## src/rtl/sine_pwm_pkg.sv

```systemverilog
// Shared types and elaboration-time helpers for the sine PWM DDS.
// sine_entry is evaluated only in constant context to fill the LUT.
package sine_pwm_pkg;

    localparam real TwoPi = 6.283185307179586;

    typedef enum logic [1:0] {
        SeqIdle,
        SeqAddr,
        SeqScale,
        SeqWrite
    } seq_state_e;

    function automatic int unsigned clog2(input int unsigned value);
        int unsigned result;
        result = 0;
        while ((longint'(1) << result) < longint'(value)) begin
            result++;
        end
        return result;
    endfunction

    function automatic int unsigned sine_entry(input int unsigned i, input int unsigned aw,
                                               input int unsigned dw);
        real full;
        real ang;
        full = real'((longint'(1) << dw) - 1);
        ang  = TwoPi * real'(i) / real'(longint'(1) << aw);
        return $rtoi($floor(full * (1.0 + $sin(ang)) / 2.0 + 0.5));
    endfunction

endpackage

```

## src/rtl/sine_lut.sv

```systemverilog
// Full-cycle offset-binary sine ROM with one cycle of read latency.
module sine_lut
    import sine_pwm_pkg::*;
#(
    parameter int unsigned AW = 8,
    parameter int unsigned DW = 12
) (
    input  logic          clk,
    input  logic [AW-1:0] addr_i,
    output logic [DW-1:0] data_o
);

    logic [DW-1:0] rom [2**AW];
    logic [DW-1:0] data_d;
    logic [DW-1:0] data_q;

    for (genvar i = 0; i < 2**AW; i++) begin : g_rom
        localparam logic [DW-1:0] Entry = DW'(sine_entry(i, AW, DW));
        assign rom[i] = Entry;
    end

    always_comb begin
        data_d = rom[addr_i];
    end

    always_ff @(posedge clk) begin
        data_q <= data_d;
    end

    assign data_o = data_q;

endmodule

```

## src/rtl/sine_pwm_dds.sv

```systemverilog
// Multi-channel sine-modulated PWM: per-period DDS accumulator, shared LUT
// sequenced once per period into shadow duties that go live at the next boundary.
module sine_pwm_dds
    import sine_pwm_pkg::*;
#(
    parameter int unsigned CHANNELS = 3,
    parameter int unsigned PERIOD   = 1000,
    parameter int unsigned PHASE_W  = 24,
    parameter int unsigned LUT_AW   = 8,
    parameter int unsigned LUT_DW   = 12
) (
    input  logic                        clk,
    input  logic                        rst,
    input  logic                        en,
    input  logic [PHASE_W-1:0]          tune_word,
    input  logic [CHANNELS*PHASE_W-1:0] phase_offset,
    input  logic                        sync,
    output logic [CHANNELS-1:0]         pwm_out,
    output logic                        period_tick
);

    localparam int unsigned CntW  = clog2(PERIOD);
    localparam int unsigned IdxW  = (CHANNELS > 1) ? clog2(CHANNELS) : 1;
    localparam int unsigned ProdW = LUT_DW + CntW;
    localparam logic [CntW-1:0] CntMax  = CntW'(PERIOD - 1);
    localparam logic [IdxW-1:0] IdxLast = IdxW'(CHANNELS - 1);

    logic [CntW-1:0]    cnt_q, cnt_d;
    logic [PHASE_W-1:0] acc_q, acc_d;
    logic               sync_pending_q, sync_pending_d;
    logic [CntW-1:0]    duty_active_q [CHANNELS];
    logic [CntW-1:0]    duty_active_d [CHANNELS];
    logic [CntW-1:0]    duty_shadow_q [CHANNELS];
    logic [CntW-1:0]    duty_shadow_d [CHANNELS];
    logic [CHANNELS-1:0] pwm_q, pwm_d;
    logic               tick_q, tick_d;

    seq_state_e         state_q, state_d;
    logic [IdxW-1:0]    issue_idx_q, issue_idx_d;
    logic               rd_vld_q, rd_vld_d;
    logic [IdxW-1:0]    rd_idx_q, rd_idx_d;
    logic               wr_vld_q, wr_vld_d;
    logic [IdxW-1:0]    wr_idx_q, wr_idx_d;
    logic [CntW-1:0]    wr_duty_q, wr_duty_d;

    logic               tick;
    logic [PHASE_W-1:0] offset_sel;
    logic [PHASE_W-1:0] phase_sum;
    logic [LUT_AW-1:0]  lut_addr;
    logic [LUT_DW-1:0]  lut_data;
    logic [ProdW-1:0]   prod;
    logic               unused_low_bits;

    assign tick = en && (cnt_q == CntMax);

    always_comb begin
        offset_sel = '0;
        for (int k = 0; k < CHANNELS; k++) begin
            if (issue_idx_q == IdxW'(k)) begin
                offset_sel = phase_offset[k*PHASE_W +: PHASE_W];
            end
        end
    end

    assign phase_sum = acc_q + offset_sel;
    assign lut_addr  = phase_sum[PHASE_W-1 -: LUT_AW];

    sine_lut #(
        .AW (LUT_AW),
        .DW (LUT_DW)
    ) u_lut (
        .clk    (clk),
        .addr_i (lut_addr),
        .data_o (lut_data)
    );

    // duty = (lut * PERIOD) >> LUT_DW, so only the top CntW product bits matter.
    assign prod = ProdW'(lut_data) * ProdW'(PERIOD);
    assign unused_low_bits = ^{phase_sum[PHASE_W-LUT_AW-1:0], prod[LUT_DW-1:0]};

    always_comb begin
        cnt_d          = '0;
        acc_d          = acc_q;
        sync_pending_d = sync_pending_q | sync;
        duty_active_d  = duty_active_q;
        tick_d         = tick;
        if (en) begin
            cnt_d = tick ? '0 : cnt_q + CntW'(1);
        end
        if (tick) begin
            acc_d          = (sync_pending_q || sync) ? '0 : acc_q + tune_word;
            sync_pending_d = 1'b0;
            duty_active_d  = duty_shadow_q;
        end
        for (int k = 0; k < CHANNELS; k++) begin
            pwm_d[k] = en && (cnt_q < duty_active_q[k]);
        end
    end

    // Three-stage lookup pipeline: issue address, scale LUT sample, store shadow.
    always_comb begin
        state_d       = state_q;
        issue_idx_d   = issue_idx_q;
        rd_vld_d      = 1'b0;
        rd_idx_d      = issue_idx_q;
        wr_vld_d      = rd_vld_q;
        wr_idx_d      = rd_idx_q;
        wr_duty_d     = prod[LUT_DW +: CntW];
        duty_shadow_d = duty_shadow_q;
        if (wr_vld_q) begin
            for (int k = 0; k < CHANNELS; k++) begin
                if (wr_idx_q == IdxW'(k)) begin
                    duty_shadow_d[k] = wr_duty_q;
                end
            end
        end
        if (!en) begin
            state_d     = SeqIdle;
            issue_idx_d = '0;
            wr_vld_d    = 1'b0;
        end else begin
            unique case (state_q)
                SeqIdle: begin
                    if (tick) begin
                        state_d     = SeqAddr;
                        issue_idx_d = '0;
                    end
                end
                SeqAddr: begin
                    rd_vld_d = 1'b1;
                    if (issue_idx_q == IdxLast) begin
                        state_d = SeqScale;
                    end else begin
                        issue_idx_d = issue_idx_q + IdxW'(1);
                    end
                end
                SeqScale: state_d = SeqWrite;
                SeqWrite: state_d = SeqIdle;
                default:  state_d = SeqIdle;
            endcase
        end
    end

    always_ff @(posedge clk) begin
        if (rst) begin
            cnt_q          <= '0;
            acc_q          <= '0;
            sync_pending_q <= 1'b0;
            duty_active_q  <= '{default: '0};
            duty_shadow_q  <= '{default: '0};
            pwm_q          <= '0;
            tick_q         <= 1'b0;
            state_q        <= SeqIdle;
            issue_idx_q    <= '0;
            rd_vld_q       <= 1'b0;
            rd_idx_q       <= '0;
            wr_vld_q       <= 1'b0;
            wr_idx_q       <= '0;
            wr_duty_q      <= '0;
        end else begin
            cnt_q          <= cnt_d;
            acc_q          <= acc_d;
            sync_pending_q <= sync_pending_d;
            duty_active_q  <= duty_active_d;
            duty_shadow_q  <= duty_shadow_d;
            pwm_q          <= pwm_d;
            tick_q         <= tick_d;
            state_q        <= state_d;
            issue_idx_q    <= issue_idx_d;
            rd_vld_q       <= rd_vld_d;
            rd_idx_q       <= rd_idx_d;
            wr_vld_q       <= wr_vld_d;
            wr_idx_q       <= wr_idx_d;
            wr_duty_q      <= wr_duty_d;
        end
    end

    assign pwm_out     = pwm_q;
    assign period_tick = tick_q;

endmodule

```

## config.mk

```make
export PLATFORM = sky130hd
export DESIGN_NAME = sine_pwm_dds
export DESIGN_NICKNAME = d
export VERILOG_FILES = /design/src/rtl/sine_pwm_pkg.sv /design/src/rtl/sine_lut.sv /design/src/rtl/sine_pwm_dds.sv
export SDC_FILE = /design/constraint.sdc
export NUM_CORES = 1
export LEC_CHECK = 0
export BUFFER_PORTS_ARGS = -buffer_cell sky130_fd_sc_hd__buf_2
export CORE_MARGIN = 2
export CORE_UTILIZATION = 40
export DETAILED_ROUTE_END_ITERATION = 10
export GPL_TIMING_DRIVEN = 1
export PLACE_DENSITY = 0.68
export RECOVER_POWER = 100
export SYNTH_ARGS = -nofsm -noshare
export SYNTH_HDL_FRONTEND = slang
export SYNTH_SLANG_ARGS = --single-unit
```

## constraint.sdc

```tcl
create_clock -name clk -period 9.9 [get_ports clk]
set_input_delay 2.475 -clock clk [delete_from_list [all_inputs] [get_ports clk]]
set_output_delay 2.475 -clock clk [all_outputs]
set_load 0.05 [all_outputs]
```

==> Implementation_results.wiki, run 1 <==
{| class="wikitable"
! Metric !! Value
|-
| X dimension of the die || ~180 um
|-
| Violations in the final reports || max-capacitance violations, max-slew violations
|-
| Clock-pin slew on the worst setup and hold paths || roughly 0.060 ns
|-
| Worst min-delay path category || register to register
|-
| CP endpoint kind || register
|-
| Cell-by-cell trace of the critical path || buf_2 -> a22oi_1 -> o21ai_0 -> ha_1 -> and4_1 -> nor4b_1 -> o21ai_0 -> nand3_1 -> xnor2_1 -> clkbuf_1 -> ha_1 -> clkbuf_1 -> nor2_1 -> nor3_1 -> a21oi_1 -> a21oi_1 -> a21oi_1 -> a311oi_1 -> o31ai_1
|-
| Area contributors post-synth || sky130_fd_sc_hd__dfxtp_1 21%, sky130_fd_sc_hd__ha_1 14%, sky130_fd_sc_hd__nand2_1 6.4%
|-
| Measured slew at the worst slew-check pin || approximately 3.2 ns
|-
| Overall overflow remaining after global route || 0
|-
| Number of nets in the final layout || slightly below 2000
|-
| Core Area || about 0.031 mm2
|-
| Maximum vdd drop || around 0.21 mV
|-
| Vias in the first global route || around 12000
|-
| Residual DRC || 0
|-
| Cell family with the largest share of critical-path delay || buffers and inverters
|-
| Placed Instances || 2072
|-
| Power density cells || ~180 mW/mm2
|-
| Clock tree sinks || roughly 130
|-
| Count of input and output buffers || a little over 100
|-
| Starting utilization of the core area || between 40% and 50%
|-
| Final hold violations || 0
|-
| Die outline height || between 150 and 200 um
|-
| Most numerous cell in the Yosys netlist || sky130_fd_sc_hd__nand2_1
|-
| CTS root buf || sky130_fd_sc_hd__clkbuf_16
|-
| Maximum root-to-sink buffer count || 2
|-
| H-tree Lvls || 4
|-
| Die footprint || 0.0330 mm2
|-
| Area share of the leading cell type in the synthesized netlist || about a fifth
|-
| Site row count || 65
|-
| Sequential share of the synthesized area || around 21%
|-
| Syn_area_per_cell || ~7.6 um2
|-
| Total of cells resized after clock tree synthesis || 0
|-
| Hold-fix buffers, CTS || 0
|-
| Cell repeated most along the worst path || sky130_fd_sc_hd__a21oi_1
|-
| Outcome || finished, violations left
|-
| Post-Synthesis Cell Area || approximately 0.013 mm2
|-
| Max Cap Viol || 2
|-
| First-pass GRT wire length || about 63000 um
|-
| Proportion of synthesized flip-flops having asynchronous set or reset || 0%
|-
| Max Freq || between 100 and 150 MHz
|-
| Share of post-route cells with drive strength above 1 || 10.5%
|-
| Yosys top cell by area || sky130_fd_sc_hd__dfxtp_1
|-
| Top-Level Pins || between 100 and 150
|-
| Count of flip-flops with a built-in enable after synthesis || 0
|-
| Worst Path Buf+Inv || 3
|-
| Nets in the synthesized netlist || ~1900
|-
| Total track usage || a little under a quarter
|-
| Post-detail-place hpwl || about 28000 um
|-
| Number of distinct library cells after synthesis || 86
|-
| Count of endpoints failing setup in the final report || 0
|-
| GP Congestion || approximately 0.96
|-
| Max-slew headroom || -110%
|-
| Required time reported for the critical path endpoint || 10.19 ns
|-
| Startpoint types || input port
|-
| Final std cells w/o fill || around 2100
|-
| TritonCTS clock tree || yes
|-
| Total Routed Length || 39300 um
|-
| Leakage power summed over all cells || roughly 5.9 nW
|-
| Classification of the worst setup path || input port to register
|-
| Leading register cell type out of synthesis || sky130_fd_sc_hd__dfxtp_1
|-
| Final TNS setup || 0 ns
|-
| Number of antenna-violating nets in the routed design || 0
|-
| Slew Limit Fails || 105
|-
| Synthesized instance count || ~1700
|-
| Final antenna diode count || 0
|-
| Number of buffers added for setup after CTS || 0
|-
| Pin count of the biggest net entering global routing || 78
|-
| Arrival @ worst endpoint || between 8 and 9 ns
|-
| Worst Skew || between 0.015 and 0.02 ns
|-
| Count of warnings emitted by yosys || 0
|-
| RSZ-0062 raised after global routing || false
|-
| Final clock period utilization by the worst path || between 80% and 90%
|-
| DRT iter0 DRCs || ~1400
|-
| Skew-Pair Late Insertion Delay || about 0.43 ns
|-
| 1st-pass router iterations || 6
|-
| Library cell contributing the largest single delay on the critical path || sky130_fd_sc_hd__clkbuf_1
|-
| Total of flip-flops plus latches after synthesis || roughly 130
|-
| Signed area change from the synthesized netlist to the final layout || 10.4%
|-
| Shortest period the worst path allows || a little over 8 ns
|-
| Routed vias || roughly 13000
|-
| Delay of the slowest critical-path stage || around 0.94 ns
|-
| Largest fanout on the critical path || 20
|-
| Synth cell count leaders || 215 x sky130_fd_sc_hd__nand2_1, 160 x sky130_fd_sc_hd__a21oi_1, 138 x sky130_fd_sc_hd__ha_1
|-
| Clock buffers created by TritonCTS || 17
|-
| Antenna violations before repair || 0
|-
| Via/cell ratio || around 6.0
|-
| Detail-routed net length per standard cell || between 15 and 20 um
|}
cell families (layout without fill, tap and decap cells):
| group | count (synthesis) | in the layout | synth area share (%) |
|---|---|---|---|
| buffers and inverters | 222 | 265 | 7.13 |
| muxes | 38 | 38 | 3.13 |
| AOI/OAI and AO/OA | 532 | 532 | 27.1 |
| and+or+nand+nor | 507 | 507 | 18.0 |
| DFF | 131 | 131 | 20.8 |
| xor gates and xnor gates | 53 | 53 | 4.04 |
| adders and majority gates | 176 | 176 | 19.7 |
stage by stage:
stage                     hold slack [ns]  utilization (%)  setup slack (ns)  power (W)  instance area (um2)
after detailed placement            0.400             42.7              2.76    0.00189                13400
final                               0.408             44.5              1.68    0.00252                13900
after CTS                           0.408             44.6              3.20    0.00255                14000
after global routing                0.456             44.5              1.46    0.00275                13900
after global placement              0.399             42.7              2.78    0.00186                13400
after floorplan                     0.394                -              3.38    0.00161                12600
final timing paths:
kind	from	depth (start not counted)	end	slack, ns
max reg2reg	issue_idx_q[1]	22	u_lut.data_o[1]	2.20
min	rd_vld_q	2	wr_vld_q	0.41
max	phase_offset[39]	19	u_lut.data_o[1]	1.68
min reg2reg	rd_vld_q	2	wr_vld_q	0.41
placed cells by master, fill, tap and decap left out, drive strengths merged, types with 6 or more instances in the layout:
cell / count
a311oi: 12
a21oi: 161
o311ai: 9
xor2: 26
inv: 110
nor2b: 20
buf: 115
o22ai: 10
o21ai: 132
ha: 138
nand4: 7
xnor2: 27
mux2i: 36
a211oi: 20
and2: 6
or3: 7
or2: 6
nand2: 217
nand2b: 23
and3: 6
nand3: 32
nor3: 32
dfxtp: 131
fa: 38
a31oi: 17
a221oi: 22
a21o: 30
o221ai: 12
clkbuf: 33
o211ai: 21
o21a: 7
nor2: 136
a22oi: 28
area by class of cell:
cell class | count | area (um2)
inverter | 107 | 404
timing repair buffer | 126 | 662
clock buffer | 22 | 474
multi-input combinational | 1306 | 9140
fill | 3144 | 17400
tap | 402 | 503
clock inverter | 10 | 120
sequential | 131 | 2620
report_power, final:
part | switching (W) | internal [W] | leakage [nW] | total (W)
Combinational | 0.000709 | 0.000568 | 4.57 | 0.00128
Sequential | 0.0000338 | 0.000563 | 1.06 | 0.000597
Clock | 0.000257 | 0.000393 | 0.288 | 0.000650
Total | 0.000999 | 0.00152 | 5.92 | 0.00252
registers in the layout (all words and copies together), names as in the netlist:
register        cells
period_tick         1
wr_idx_q            2
issue_idx_q         2
cnt_q              10
rd_vld_q            1
wr_vld_q            1
rd_idx_q            2
state_q             2
acc_q              24
pwm_out             3
u_lut.data_o       12
duty_shadow_q      30
sync_pending_q      1
duty_active_q      30
wr_duty_q          10
per-layer routing:
metal / routed length [um] / vias to the layer above / track usage [%]
met5: 0 / - / 0
met4: 1400 / 0 / 9.76
met3: 3640 / 123 / 5.40
met2: 17400 / 654 / 36.9
met1: 16800 / 5857 / 31.3
li1: - / 5974 / -
worst register-to-register path, stage by stage, from the launching register on:
cell and delay, ns:
sky130_fd_sc_hd__dfxtp_1 0.34, sky130_fd_sc_hd__inv_1 0.11, sky130_fd_sc_hd__ha_1 0.79, sky130_fd_sc_hd__nor2b_1 0.13, sky130_fd_sc_hd__buf_4 0.25, sky130_fd_sc_hd__a22oi_1 0.18, sky130_fd_sc_hd__o21ai_0 0.12, sky130_fd_sc_hd__ha_1 0.37
sky130_fd_sc_hd__and4_1 0.24, sky130_fd_sc_hd__nor4b_1 0.43, sky130_fd_sc_hd__o21ai_0 0.40, sky130_fd_sc_hd__nand3_1 0.21, sky130_fd_sc_hd__xnor2_1 0.13, sky130_fd_sc_hd__clkbuf_1 0.94, sky130_fd_sc_hd__ha_1 0.55, sky130_fd_sc_hd__clkbuf_1 0.85
sky130_fd_sc_hd__nor2_1 0.48, sky130_fd_sc_hd__nor3_1 0.32, sky130_fd_sc_hd__a21oi_1 0.06, sky130_fd_sc_hd__a21oi_1 0.18, sky130_fd_sc_hd__a21oi_1 0.09, sky130_fd_sc_hd__a311oi_1 0.29, sky130_fd_sc_hd__o31ai_1 0.14
Note: power is estimated with default switching activity, not from simulation.
==> run 2: changes to the inputs <==
- clock period: 9.9 -> 7.85 ns (I/O delays scaled with it)
==> run 2 against run 1 <==
Against the previous run:
- the run still ends with max-capacitance violations, max-slew violations left
- flip-flop and latch count stayed put
- clock power up 23%
- core utilization grew 0.28 points
- worst hold slack is essentially flat
- non-clock buffer count is 10 higher
- combinational power up 27%
- cell area up 0.63%
- critical path type unchanged
==> Implementation_results.wiki, run 2 (synthesis gave the netlist of run 1 again) <==
{| class="wikitable"
! Metric !! Value
|-
| Worst Skew || 0.0162 ns (+0.00105 ns)
|-
| Antenna violations before repair || 0 (unchanged)
|-
| H-tree Lvls || 4 (unchanged)
|-
| Biggest registers after layout || duty_active_q: 30 flops, duty_shadow_q: 30 flops, acc_q: 24 flops
|-
| Max Cap Viol || 3 (+1)
|-
| Final hold violations || 0 (unchanged)
|-
| Measured slew at the worst slew-check pin || 3.22 ns (+0.0673 ns)
|-
| Placed cell area || 0.0134 mm2 (+0.48%)
|-
| GP Congestion || 1.03 (+6.6%)
|-
| Post-detail-place hpwl || 29300 um (+5.3%)
|-
| Maximum vdd drop || 0.316 mV (+52%)
|-
| Final TNS setup || 0 ns (unchanged)
|-
| Library cell contributing the largest single delay on the critical path || sky130_fd_sc_hd__or3_1
|-
| Detail-routed net length per standard cell || 19.0 um (+1.6%)
|-
| Startpoint types || input port
|-
| DRT iter0 DRCs || 1221 (-11%)
|-
| Post-layout total power || 0.00319 W (+26%)
|-
| Hold-fix buffers, CTS || 0 (unchanged)
|-
| Vias in the first global route || 12100 (+1.6%)
|-
| Number of antenna-violating nets in the routed design || 0 (unchanged)
|-
| Largest fanout on the critical path || 45 (+130%)
|-
| Clock-pin slew on the worst setup and hold paths || 0.06 ns (about the same)
|-
| Design Area, Final || 0.0140 mm2 (+0.63%)
|-
| Arrival @ worst endpoint || 7.08 ns (-1.43 ns)
|-
| Required time reported for the critical path endpoint || 8.18 ns (-2.01 ns)
|-
| Count of endpoints failing setup in the final report || 0 (unchanged)
|-
| Worst R2R End || u_lut.data_o[2]
|-
| Clock buffers created by TritonCTS || 17 (unchanged)
|-
| Routed length on met2 || 17600 um (+1.3%)
|-
| Top-Level Pins || 104 (unchanged)
|-
| Site row count || 65 (unchanged)
|-
| Outcome || finished, violations left
|-
| Final clock period utilization by the worst path || 86.0%
|-
| Overall overflow remaining after global route || 0 (unchanged)
|-
| Pin count of the biggest net entering global routing || 80 (+2.6%)
|-
| CTS root buf || sky130_fd_sc_hd__clkbuf_16
|-
| Final antenna diode count || 0 (unchanged)
|-
| Die outline height || 182 um (unchanged)
|-
| Die footprint || 0.0330 mm2 (unchanged)
|-
| Wire length on met1 || 17400 um (+3.4%)
|-
| Cell depth of the worst flop-to-flop path || 17 (-23%)
|-
| Number of nets in the final layout || 1975 (+0.51%)
|-
| First-pass GRT wire length || 64500 um (+2.0%)
|-
| Clock tree sinks || 131 (unchanged)
|-
| Max-slew headroom || -115% (-4.5 points)
|-
| Delay of the slowest critical-path stage || 1.29 ns (+0.35 ns)
|-
| Total of cells resized after clock tree synthesis || 0 (unchanged)
|-
| Hold wc startpoint || rd_vld_q
|-
| Leakage power summed over all cells || 5.99 nW (+1.2%)
|-
| Cell-by-cell trace of the critical path || buf_2 -> a22oi_1 -> o21ai_0 -> ha_1 -> nor2b_1 -> nor2b_1 -> and4_1 -> or3_1 -> nor2_1 -> a221oi_1 -> o31ai_1 -> a21oi_1 -> a21oi_1 -> a221oi_2
|-
| TritonCTS clock tree || yes
|-
| Residual DRC || 0 (unchanged)
|-
| 1st-pass router iterations || 6 (unchanged)
|-
| Met3 Wirelength || 3420 um (-6.2%)
|-
| Slew Limit Fails || 153 (+46%)
|-
| Internal cell power || 0.00192 W (+26%)
|-
| Power density cells || 227 mW/mm2 (+26%)
|-
| Core Area || 0.0313 mm2 (unchanged)
|-
| Routed vias || 12700 (+0.74%)
|-
| Worst min-delay path category || register to register
|-
| Combinational fraction of design power || 51.2% (+0.6 points)
|-
| Classification of the worst setup path || input port to register
|-
| Startpoint of the worst-slack reg-to-reg timing path || issue_idx_q[1]
|-
| Sw power || 0.00127 W (+27%)
|-
| Share of post-route cells with drive strength above 1 || 11.4% (+0.87 points)
|-
| Via/cell ratio || 6.01 (+0.26%)
|-
| Number of stages on the worst hold path || 2 (unchanged)
|-
| Total track usage || 24.3% (+0.69 points)
|-
| Shortest period the worst path allows || about 6.8 ns
|-
| Signed area change from the synthesized netlist to the final layout || 11.1%
|-
| Total Routed Length || 40100 um (+2.1%)
|-
| Top layer in use || met4
|-
| Max Freq || between 100 and 150 MHz
|-
| Number of buffers added for setup after CTS || 0 (unchanged)
|-
| Most frequent standard cell in the layout excluding fill and tap cells || sky130_fd_sc_hd__nand2_1
|-
| CP endpoint kind || register
|-
| Sw Ratio || 39.9% (+0.32 points)
|-
| Reg2reg setup slack || 1.17 ns (-1.03 ns)
|-
| Worst Hold Path EP || wr_vld_q
|-
| Count of input and output buffers || 103 (unchanged)
|-
| X dimension of the die || 182 um (unchanged)
|-
| Starting utilization of the core area || 40.3% (unchanged)
|-
| Maximum root-to-sink buffer count || 2 (unchanged)
|-
| Most used cells in the layout excluding fill and tap cells || 215 x sky130_fd_sc_hd__nand2_1, 160 x sky130_fd_sc_hd__a21oi_1, 138 x sky130_fd_sc_hd__ha_1
|-
| Violations in the final reports || max-capacitance violations, max-slew violations
|-
| Skew-Pair Late Insertion Delay || 0.43 ns (about the same)
|-
| RSZ-0062 raised after global routing || false
|-
| Clk network pwr share || 25.1% (-0.6 points)
|-
| Part of the power in registers || 23.6% (about the same)
|}
-- run 2: through the flow --
stage / hold WS, ns / setup WS [ns] / utilization [%] / cells
after global placement: 0.397 / 1.27 / 42.9 / 2082
after global routing: 0.413 / 0.630 / 44.8 / 2114
after detailed placement: 0.403 / 1.23 / 42.9 / 2082
final: 0.408 / 1.10 / 44.8 / 2114
after CTS: 0.408 / 1.70 / 44.8 / 2114
after floorplan: 0.394 / 1.84 / - / 1659
-- run 2: worst max-delay path: cells and delay by family --
kind	cells	cell delay (ns)
simple gates	5	2.64
compound gates	7	1.42
fa+ha+maj	1	0.89
buf+inv	1	0.11
-- run 2: final cells by class --
class / instances / area [um2]
sequential: 131 / 2620
clock inverter: 11 / 125
multi-input combinational: 1306 / 9150
fill: 3150 / 17300
clock buffer: 21 / 460
tap: 402 / 503
inverter: 107 / 404
timing repair buffer: 136 / 754
-- run 2: power by group through the flow --
| stage | clock network (W) | logic (W) | registers, W |
|---|---|---|---|
| finish | 0.000800 | 0.00163 | 0.000754 |
| global route | 0.000839 | 0.00188 | 0.000760 |
| CTS | 0.000811 | 0.00164 | 0.000754 |
| detailed placement | 0 | 0.00163 | 0.000769 |
| global placement | 0 | 0.00159 | 0.000767 |
| floorplan | 0 | 0.00128 | 0.000750 |
-- run 2: worst max path at each step --
stage / slack, ns / start / endpoint
global placement: 1.27 / phase_offset[26] / u_lut.data_o[1]
detailed placement: 1.23 / phase_offset[26] / u_lut.data_o[1]
finish: 1.10 / phase_offset[43] / u_lut.data_o[2]
CTS: 1.70 / phase_offset[26] / u_lut.data_o[6]
floorplan: 1.84 / phase_offset[40] / u_lut.data_o[5]
global route: 0.63 / rst / cnt_q[4]
-- run 2: per-layer routing --
metal,up-vias,track usage [%]
met5,-,0
met4,0,10.3
met3,151,4.97
met2,624,38.1
met1,5931,32.4
li1,5995,-
